## src/rtl/bus_pkg.sv

```systemverilog
`default_nettype none
// +--------------------------------------------------------------------------+
// | Module   : bus_pkg                                                        |
// | Purpose  : Shared constants, bus polarities and FSM state encoding for   |
// |            the CPU-side bus master interface.                            |
// | Contents : ENABLE_/DISABLE_ (active-low strobe levels), READ/WRITE,       |
// |            WORD_ADDR_W, DATA_W, state_t.                                 |
// | Revision : 1.0 - initial release                                         |
// +--------------------------------------------------------------------------+
package bus_pkg;

    // Active-low control levels used on bus_req_, bus_as_, bus_grnt_, bus_rdy_
    localparam logic ENABLE_  = 1'b0;
    localparam logic DISABLE_ = 1'b1;

    // Access type encoding
    localparam logic READ  = 1'b1;
    localparam logic WRITE = 1'b0;

    localparam int WORD_ADDR_W = 30;
    localparam int DATA_W      = 32;

    typedef enum logic [1:0] {
        IDLE   = 2'd0,
        REQ    = 2'd1,
        ACCESS = 2'd2,
        STALL  = 2'd3
    } state_t;

endpackage : bus_pkg
`default_nettype wire

```

## src/rtl/bus_master_if_if.sv

```systemverilog
`default_nettype none
// +--------------------------------------------------------------------------+
// | Module   : bus_if                                                         |
// | Purpose  : Arbitrated system bus signal bundle.                          |
// | Ports    : master modport drives bus_req_, bus_as_, bus_addr, bus_rw,    |
// |            bus_wr_data and samples bus_grnt_, bus_rd_data, bus_rdy_;     |
// |            slave modport is the mirror image.                            |
// | Revision : 1.0 - initial release                                         |
// +--------------------------------------------------------------------------+
interface bus_if;
    import bus_pkg::*;

    logic                   bus_req_;
    logic                   bus_grnt_;
    logic                   bus_as_;
    logic [WORD_ADDR_W-1:0] bus_addr;
    logic                   bus_rw;
    logic [DATA_W-1:0]      bus_wr_data;
    logic [DATA_W-1:0]      bus_rd_data;
    logic                   bus_rdy_;

    modport master (
        output bus_req_, bus_as_, bus_addr, bus_rw, bus_wr_data,
        input  bus_grnt_, bus_rd_data, bus_rdy_
    );

    modport slave (
        input  bus_req_, bus_as_, bus_addr, bus_rw, bus_wr_data,
        output bus_grnt_, bus_rd_data, bus_rdy_
    );

endinterface : bus_if
`default_nettype wire

```

## src/rtl/bus_timeout_cnt.sv

```systemverilog
`default_nettype none
// +--------------------------------------------------------------------------+
// | Module   : bus_timeout_cnt                                                |
// | Purpose  : Counts bus ACCESS cycles and flags the last allowed cycle.    |
// | Ports    : clk, reset (sync, active-high), clear (priority over enable),  |
// |            enable (count this cycle), tc (current cycle is the           |
// |            MAX_COUNT-th enabled cycle since clear).                      |
// | Revision : 1.0 - initial release                                         |
// +--------------------------------------------------------------------------+
module bus_timeout_cnt #(
    parameter int MAX_COUNT = 255
) (
    input  wire logic clk,
    input  wire logic reset,
    input  wire logic clear,
    input  wire logic enable,
    output logic      tc
);

    localparam int CNT_W = 8;

    logic [CNT_W-1:0] r_count;

    always_ff @(posedge clk) begin
        if (reset || clear) begin
            r_count <= '0;
        end else if (enable) begin
            r_count <= r_count + 1'b1;
        end
    end

    // Count starts at 0 in the first counted cycle, so the MAX_COUNT-th
    // cycle is the one where the count equals MAX_COUNT-1.
    assign tc = (r_count == CNT_W'(MAX_COUNT - 1));

endmodule : bus_timeout_cnt
`default_nettype wire

```

## src/rtl/bus_master_if.sv

```systemverilog
`default_nettype none
// +--------------------------------------------------------------------------+
// | Module   : bus_master_if                                                  |
// | Purpose  : Bridges single CPU word accesses onto an arbitrated,          |
// |            active-low handshake bus with a slave-response timeout.       |
// | Ports    : clk, reset (sync, active-high); CPU side req_en, rw, addr,    |
// |            wr_data, stall, flush in / rd_data, busy, err out;            |
// |            bus (bus_if.master) towards arbiter and slave.                |
// | Revision : 1.0 - initial release                                         |
// +--------------------------------------------------------------------------+
module bus_master_if
    import bus_pkg::*;
#(
    parameter int TIMEOUT_CYCLES = 255
) (
    input  wire logic                   clk,
    input  wire logic                   reset,
    input  wire logic                   req_en,
    input  wire logic                   rw,
    input  wire logic [WORD_ADDR_W-1:0] addr,
    input  wire logic [DATA_W-1:0]      wr_data,
    input  wire logic                   stall,
    input  wire logic                   flush,
    output logic      [DATA_W-1:0]      rd_data,
    output logic                        busy,
    output logic                        err,
    bus_if.master                       bus
);

    state_t                 r_state;
    state_t                 w_next_state;
    logic [WORD_ADDR_W-1:0] r_addr;
    logic                   r_rw;
    logic [DATA_W-1:0]      r_wr_data;
    logic [DATA_W-1:0]      r_hold;
    logic                   r_flushed;
    logic                   w_complete;
    logic                   w_discard;
    logic                   w_tc;

    bus_timeout_cnt #(
        .MAX_COUNT (TIMEOUT_CYCLES)
    ) u_timeout_cnt (
        .clk    (clk),
        .reset  (reset),
        .clear  (r_state != ACCESS),
        .enable (r_state == ACCESS),
        .tc     (w_tc)
    );

    // A flush seen at any point of the access discards its result; the bus
    // cycle itself always runs to completion.
    assign w_discard = r_flushed | flush;

    always_ff @(posedge clk) begin
        if (reset) begin
            r_state <= IDLE;
        end else begin
            r_state <= w_next_state;
        end
    end

    always_comb begin
        w_next_state = r_state;
        busy         = 1'b0;
        rd_data      = '0;
        err          = 1'b0;
        w_complete   = 1'b0;
        case (r_state)
            IDLE: begin
                busy = req_en;
                if (req_en && !flush) begin
                    w_next_state = REQ;
                end
            end
            REQ: begin
                busy = 1'b1;
                // Flush wins over a simultaneous grant: no strobe is issued.
                if (flush) begin
                    w_next_state = IDLE;
                end else if (bus.bus_grnt_ == ENABLE_) begin
                    w_next_state = ACCESS;
                end
            end
            ACCESS: begin
                // Ready in the timeout cycle still counts as completion.
                if (bus.bus_rdy_ == ENABLE_) begin
                    w_complete = 1'b1;
                    if (w_discard) begin
                        w_next_state = IDLE;
                    end else begin
                        rd_data      = bus.bus_rd_data;
                        w_next_state = stall ? STALL : IDLE;
                    end
                end else if (w_tc) begin
                    err          = 1'b1;
                    w_next_state = IDLE;
                end else begin
                    busy = 1'b1;
                end
            end
            STALL: begin
                rd_data = r_hold;
                if (!stall) begin
                    w_next_state = IDLE;
                end
            end
            default: begin
                w_next_state = IDLE;
            end
        endcase
    end

    // CPU request capture and read-data hold register
    always_ff @(posedge clk) begin
        if (reset) begin
            r_addr    <= '0;
            r_rw      <= READ;
            r_wr_data <= '0;
            r_hold    <= '0;
            r_flushed <= 1'b0;
        end else begin
            if (r_state == IDLE && req_en && !flush) begin
                r_addr    <= addr;
                r_rw      <= rw;
                r_wr_data <= wr_data;
            end
            if (w_complete && !w_discard) begin
                r_hold <= bus.bus_rd_data;
            end
            r_flushed <= (r_state == ACCESS && w_next_state == ACCESS) ?
                         (r_flushed | flush) : 1'b0;
        end
    end

    // Registered bus side: request held while in REQ/ACCESS, strobe only on
    // the REQ->ACCESS transition, address/data parked at idle values
    // whenever the bus is not owned.
    always_ff @(posedge clk) begin
        if (reset) begin
            bus.bus_req_    <= DISABLE_;
            bus.bus_as_     <= DISABLE_;
            bus.bus_addr    <= '0;
            bus.bus_rw      <= READ;
            bus.bus_wr_data <= '0;
        end else begin
            bus.bus_req_ <= (w_next_state == REQ || w_next_state == ACCESS) ?
                            ENABLE_ : DISABLE_;
            bus.bus_as_  <= (r_state == REQ && w_next_state == ACCESS) ?
                            ENABLE_ : DISABLE_;
            if (w_next_state == ACCESS) begin
                bus.bus_addr    <= r_addr;
                bus.bus_rw      <= r_rw;
                bus.bus_wr_data <= r_wr_data;
            end else begin
                bus.bus_addr    <= '0;
                bus.bus_rw      <= READ;
                bus.bus_wr_data <= '0;
            end
        end
    end

endmodule : bus_master_if
`default_nettype wire

```

## src/flat_wrapper.sv

```systemverilog
// flat-port wrapper written by rule: the top's interface ports become plain ports
module bus_master_if_flat import bus_pkg::*;
#(
    parameter int TIMEOUT_CYCLES = 255
)
  (clk, reset, req_en, rw, addr, wr_data, stall, flush, rd_data, busy, err, bus_bus_req_, bus_bus_as_, bus_bus_addr, bus_bus_rw, bus_bus_wr_data, bus_bus_grnt_, bus_bus_rd_data, bus_bus_rdy_);
  bus_if bus_i ();
  input  wire logic clk;
  input  wire logic reset;
  input  wire logic req_en;
  input  wire logic rw;
  input  wire logic [WORD_ADDR_W-1:0] addr;
  input  wire logic [DATA_W-1:0] wr_data;
  input  wire logic stall;
  input  wire logic flush;
  output logic      [DATA_W-1:0] rd_data;
  output logic busy;
  output logic err;
  output wire logic [$bits(bus_i.bus_req_)-1:0] bus_bus_req_;
  output wire logic [$bits(bus_i.bus_as_)-1:0] bus_bus_as_;
  output wire logic [$bits(bus_i.bus_addr)-1:0] bus_bus_addr;
  output wire logic [$bits(bus_i.bus_rw)-1:0] bus_bus_rw;
  output wire logic [$bits(bus_i.bus_wr_data)-1:0] bus_bus_wr_data;
  input wire logic [$bits(bus_i.bus_grnt_)-1:0] bus_bus_grnt_;
  input wire logic [$bits(bus_i.bus_rd_data)-1:0] bus_bus_rd_data;
  input wire logic [$bits(bus_i.bus_rdy_)-1:0] bus_bus_rdy_;
  assign bus_bus_req_ = bus_i.bus_req_;
  assign bus_bus_as_ = bus_i.bus_as_;
  assign bus_bus_addr = bus_i.bus_addr;
  assign bus_bus_rw = bus_i.bus_rw;
  assign bus_bus_wr_data = bus_i.bus_wr_data;
  assign bus_i.bus_grnt_ = bus_bus_grnt_;
  assign bus_i.bus_rd_data = bus_bus_rd_data;
  assign bus_i.bus_rdy_ = bus_bus_rdy_;
  bus_master_if #(.TIMEOUT_CYCLES(TIMEOUT_CYCLES)) u_core (.clk(clk), .reset(reset), .req_en(req_en), .rw(rw), .addr(addr), .wr_data(wr_data), .stall(stall), .flush(flush), .rd_data(rd_data), .busy(busy), .err(err), .bus(bus_i));
endmodule
```

## config.mk

```make
export PLATFORM = sky130hd
export DESIGN_NAME = bus_master_if_flat
export DESIGN_NICKNAME = d
export VERILOG_FILES = /design/src/rtl/bus_pkg.sv /design/src/rtl/bus_master_if_if.sv /design/src/rtl/bus_timeout_cnt.sv /design/src/rtl/bus_master_if.sv /design/src/flat_wrapper.sv
export SDC_FILE = /design/constraint.sdc
export NUM_CORES = 1
export LEC_CHECK = 0
export CAP_MARGIN = 20
export CORE_AREA = 2 2 101 142
export DETAILED_ROUTE_END_ITERATION = 8
export DIE_AREA = 0 0 103 144
export PLACE_DENSITY = 0.79
export SETUP_SLACK_MARGIN = 0.4
export SYNTH_ARGS = -nofsm -noshare
export SYNTH_HDL_FRONTEND = slang
export SYNTH_SLANG_ARGS = --single-unit
```

## constraint.sdc

```tcl
create_clock -name clk -period 2.5 [get_ports clk]
set_input_delay 0.25 -clock clk [delete_from_list [all_inputs] [get_ports clk]]
set_output_delay 0.25 -clock clk [all_outputs]
set_load 0.005 [all_outputs]
```

==> flow_metrics.py <==
metrics = {
    "worst_setup_path": {
        "r2r_setup_slack_ps": 180,
        "end_kind": "register",
        "cp_max_fo": 7,
        "start_kind": "register",
        "crit_type": "register to register",
        "critPathArrivalTime_ps": 2630,
        "worstPathRequired_ps": 2810,
    },
    "finish": {
        "finish.utilization_pct": 72.3,
        "final_cell_mix": "clkdlybuf4s50_1, dfxtp_1, nand2_1",
        "layout-drive-gt1-share_pct": 21.9,
        "nets": 1033,
        "final_cell_area_um2": 9870,
        "layout_commonest_cell": "clkdlybuf4s50_1",
        "area_growth_pct": 60.8,
    },
    "sta": {
        "slew_viol_final": 0,
        "fin_crit_ps": 2320,
        "hold_viol_final": 0,
        "tns_ps": 0,
        "fin_crit_sh_pct": 92.8,
        "tightest_slew_ps": 725,
        "fin_hold_ws_ps": 251,
        "rsz0062_at_grt": "true",
        "setup_violations": 0,
        "slew_headroom_pct": 51.7,
        "fin_skew_ps": 10.8,
        "timing.fmax_mhz": 431,
    },
    "detailed_routing": {
        "vias": 5699,
        "wl_met2_um": 9910,
        "routed_via_density": 5.06,
        "drc": 0,
        "routed.top_layer": "met4",
        "met3_length_um": 1200,
        "post_drt_wl_per_cell_um": 16.4,
        "met1Wirelength_um": 6900,
        "first_pass_iters": 4,
        "antenna_left": 0,
        "drtIter0Drc": 242,
        "wirelength_um": 18500,
    },
    "die": {
        "start_util_pct": 45.0,
        "rows": 51,
        "die_h_um": 144,
        "die_x_um": 103,
        "boundaryPins": 201,
        "core_area_um2": 13700,
        "die-area_um2": 14800,
    },
    "outcome": {
        "status": "complete, no violations",
    },
    "clock_tree": {
        "insertion_delay_ps": 410,
        "numCtsBuffers": 17,
        "clkSlewWorstSetupHoldPaths_ps": 70,
        "clockBufferDepth": 2,
        "cts.sinks": 171,
        "clk_root_buffer_cell": "clkbuf_16",
        "htree_levels": 4,
        "cts_tree": "built",
    },
    "global_routing": {
        "grt_first_pass_wirelength_um": 27200,
        "overflow": 0,
        "grt_max_degree": 65,
        "grt_pass1_vias": 5541,
        "grt_use_total_pct": 23.7,
        "antenna_found_initial": 0,
    },
    "synthesis": {
        "syn-cell-area_um2": 6140,
        "synthesis.nets": 801,
        "syn-mean-instance-area_um2": 8.82,
        "yosysUniqueCellTypes": 34,
        "yosysWarningCount": 0,
        "synth-seq-cells": 171,
        "syn_inst": 696,
        "synth_seq_area_share_pct": 55.8,
    },
    "pwr": {
        "leakagePower_nw": 3.81,
        "ir_drop_v": 0.000393,
        "finalPower_mw": 6.03,
        "powerDensity_nw_per_um2": 611,
    },
    "placement": {
        "numPortBuffers": 200,
        "place_area_um2": 8250,
        "place_congestion": 0.793,
        "dp_hpwl_um": 10200,
    },
    "min_path": {
        "hp-class": "input port to register",
    },
    "run": {
        "maxCapViolCount": 0,
    },
}
[report_power, final]
part	internal (mW)	switching, mW	total, mW
Combinational	0.310	0.252	0.563
Sequential	2.78	0.0329	2.82
Clock	1.52	1.13	2.65
Total	4.62	1.42	6.03
[sequential cells by signal, indices dropped and copies added (netlist names)]
name / flops
u_core.r_addr: 30
u_core.r_state: 2
u_core.r_hold: 32
u_core.bus.bus_as_: 1
u_core.bus.bus_addr: 30
u_core.r_flushed: 1
u_core.bus.bus_rw: 1
u_core.bus.bus_wr_data: 32
u_core.u_timeout_cnt.r_count: 8
u_core.bus.bus_req_: 1
u_core.r_rw: 1
u_core.r_wr_data: 32
[critical path, stage by stage (launching register included)]
cell and delay (ps):
dfxtp_2 340, nor3_4 230, buf_6 150, buf_6 100, buf_6 90, buf_6 100
nand3_4 70, and3_4 210, ha_4 160, nor2b_4 140, buf_12 150, buf_6 100
buf_6 110, buf_16 130, and2_4 140
[timing repair]
| action | 4_1_cts | 5_1_grt |
|---|---|---|
| gates cloned | 11 | 2 |
| pin swaps | 29 | 48 |
| setup buffers | 23 | 12 |
| hold buffers | 0 | 0 |
| gates resized for setup | 83 | 129 |
| setup endpoints to repair | 97 | 98 |
[metrics by stage]
stage          setup slack [ps]  cells
6_report                    179   1126
5_1_grt                     111   1125
4_1_cts                     194   1111
3_5_place_dp               96.1   1046
3_3_place_gp               95.1   1046
2_1_floorplan               402    696
[Yosys cell counts]
cell type / number / area (um^2)
nor3_2: 1 / 10.0
o21ai_0: 37 / 185
ha_1: 3 / 37.5
a211oi_1: 1 / 7.51
xnor2_1: 1 / 8.76
nand2_1: 161 / 604
or4_1: 1 / 7.51
buf_2: 8 / 40.0
clkbuf_2: 1 / 5.00
nand4_1: 1 / 6.26
nor3_1: 3 / 15.0
nand3b_1: 2 / 15.0
a31oi_1: 1 / 6.26
nor2_1: 7 / 26.3
nor3b_1: 1 / 7.51
o31ai_1: 1 / 7.51
buf_6: 13 / 146
inv_1: 2 / 7.51
or3_1: 3 / 18.8
nor4b_4: 1 / 23.8
nor2b_1: 3 / 18.8
and2_1: 63 / 394
or4b_4: 1 / 13.8
a21oi_1: 98 / 490
xor2_1: 2 / 17.5
and3_1: 1 / 6.26
a21oi_2: 1 / 8.76
dfxtp_1: 171 / 3420
a21boi_0: 32 / 240
nand3_1: 37 / 185
or2_2: 1 / 6.26
o22ai_1: 1 / 6.26
clkbuf_1: 33 / 124
nand2b_1: 3 / 18.8
[logic make-up after synthesis]
kind of cell             after synthesis  share of synthesized area (%)
XOR/XNOR                               3                          0.428
AND/OR/NAND/NOR                      290                           22.4
adder cells (fa/ha/maj)                3                          0.611
buffers and inverters                 57                           5.26
flip-flops                           171                           55.8
AO/OA/AOI/OAI                        172                           15.5
[per-layer routing]
layer | global-route usage (%) | vias up
met1 | 26.0 | 2682
met5 | 0 | -
met2 | 42.1 | 221
li1 | - | 2767
met3 | 6.86 | 29
met4 | 9.56 | 0
[worst paths after layout]
kind	startpoint	to	cells after the start
worst max-delay path	u_core.r_flushed	u_core.bus.bus_addr[3]	14
worst min register to register	u_core.u_timeout_cnt.r_count[0]	u_core.u_timeout_cnt.r_count[0]	1
worst max register to register	u_core.r_flushed	u_core.bus.bus_addr[3]	14
worst min-delay path	reset	u_core.r_addr[13]	2
[cell type report]
class	instances	area, um^2
Fill cell	1006	3780
Sequential cell	171	3430
Timing Repair Buffer	268	2870
Multi-Input combinational cell	468	2740
Clock buffer	18	439
Tap cell	185	231
Clock inverter	13	154
Inverter	2	7.51
Antenna cell	1	2.50
Power figures use the tool's default switching activity.
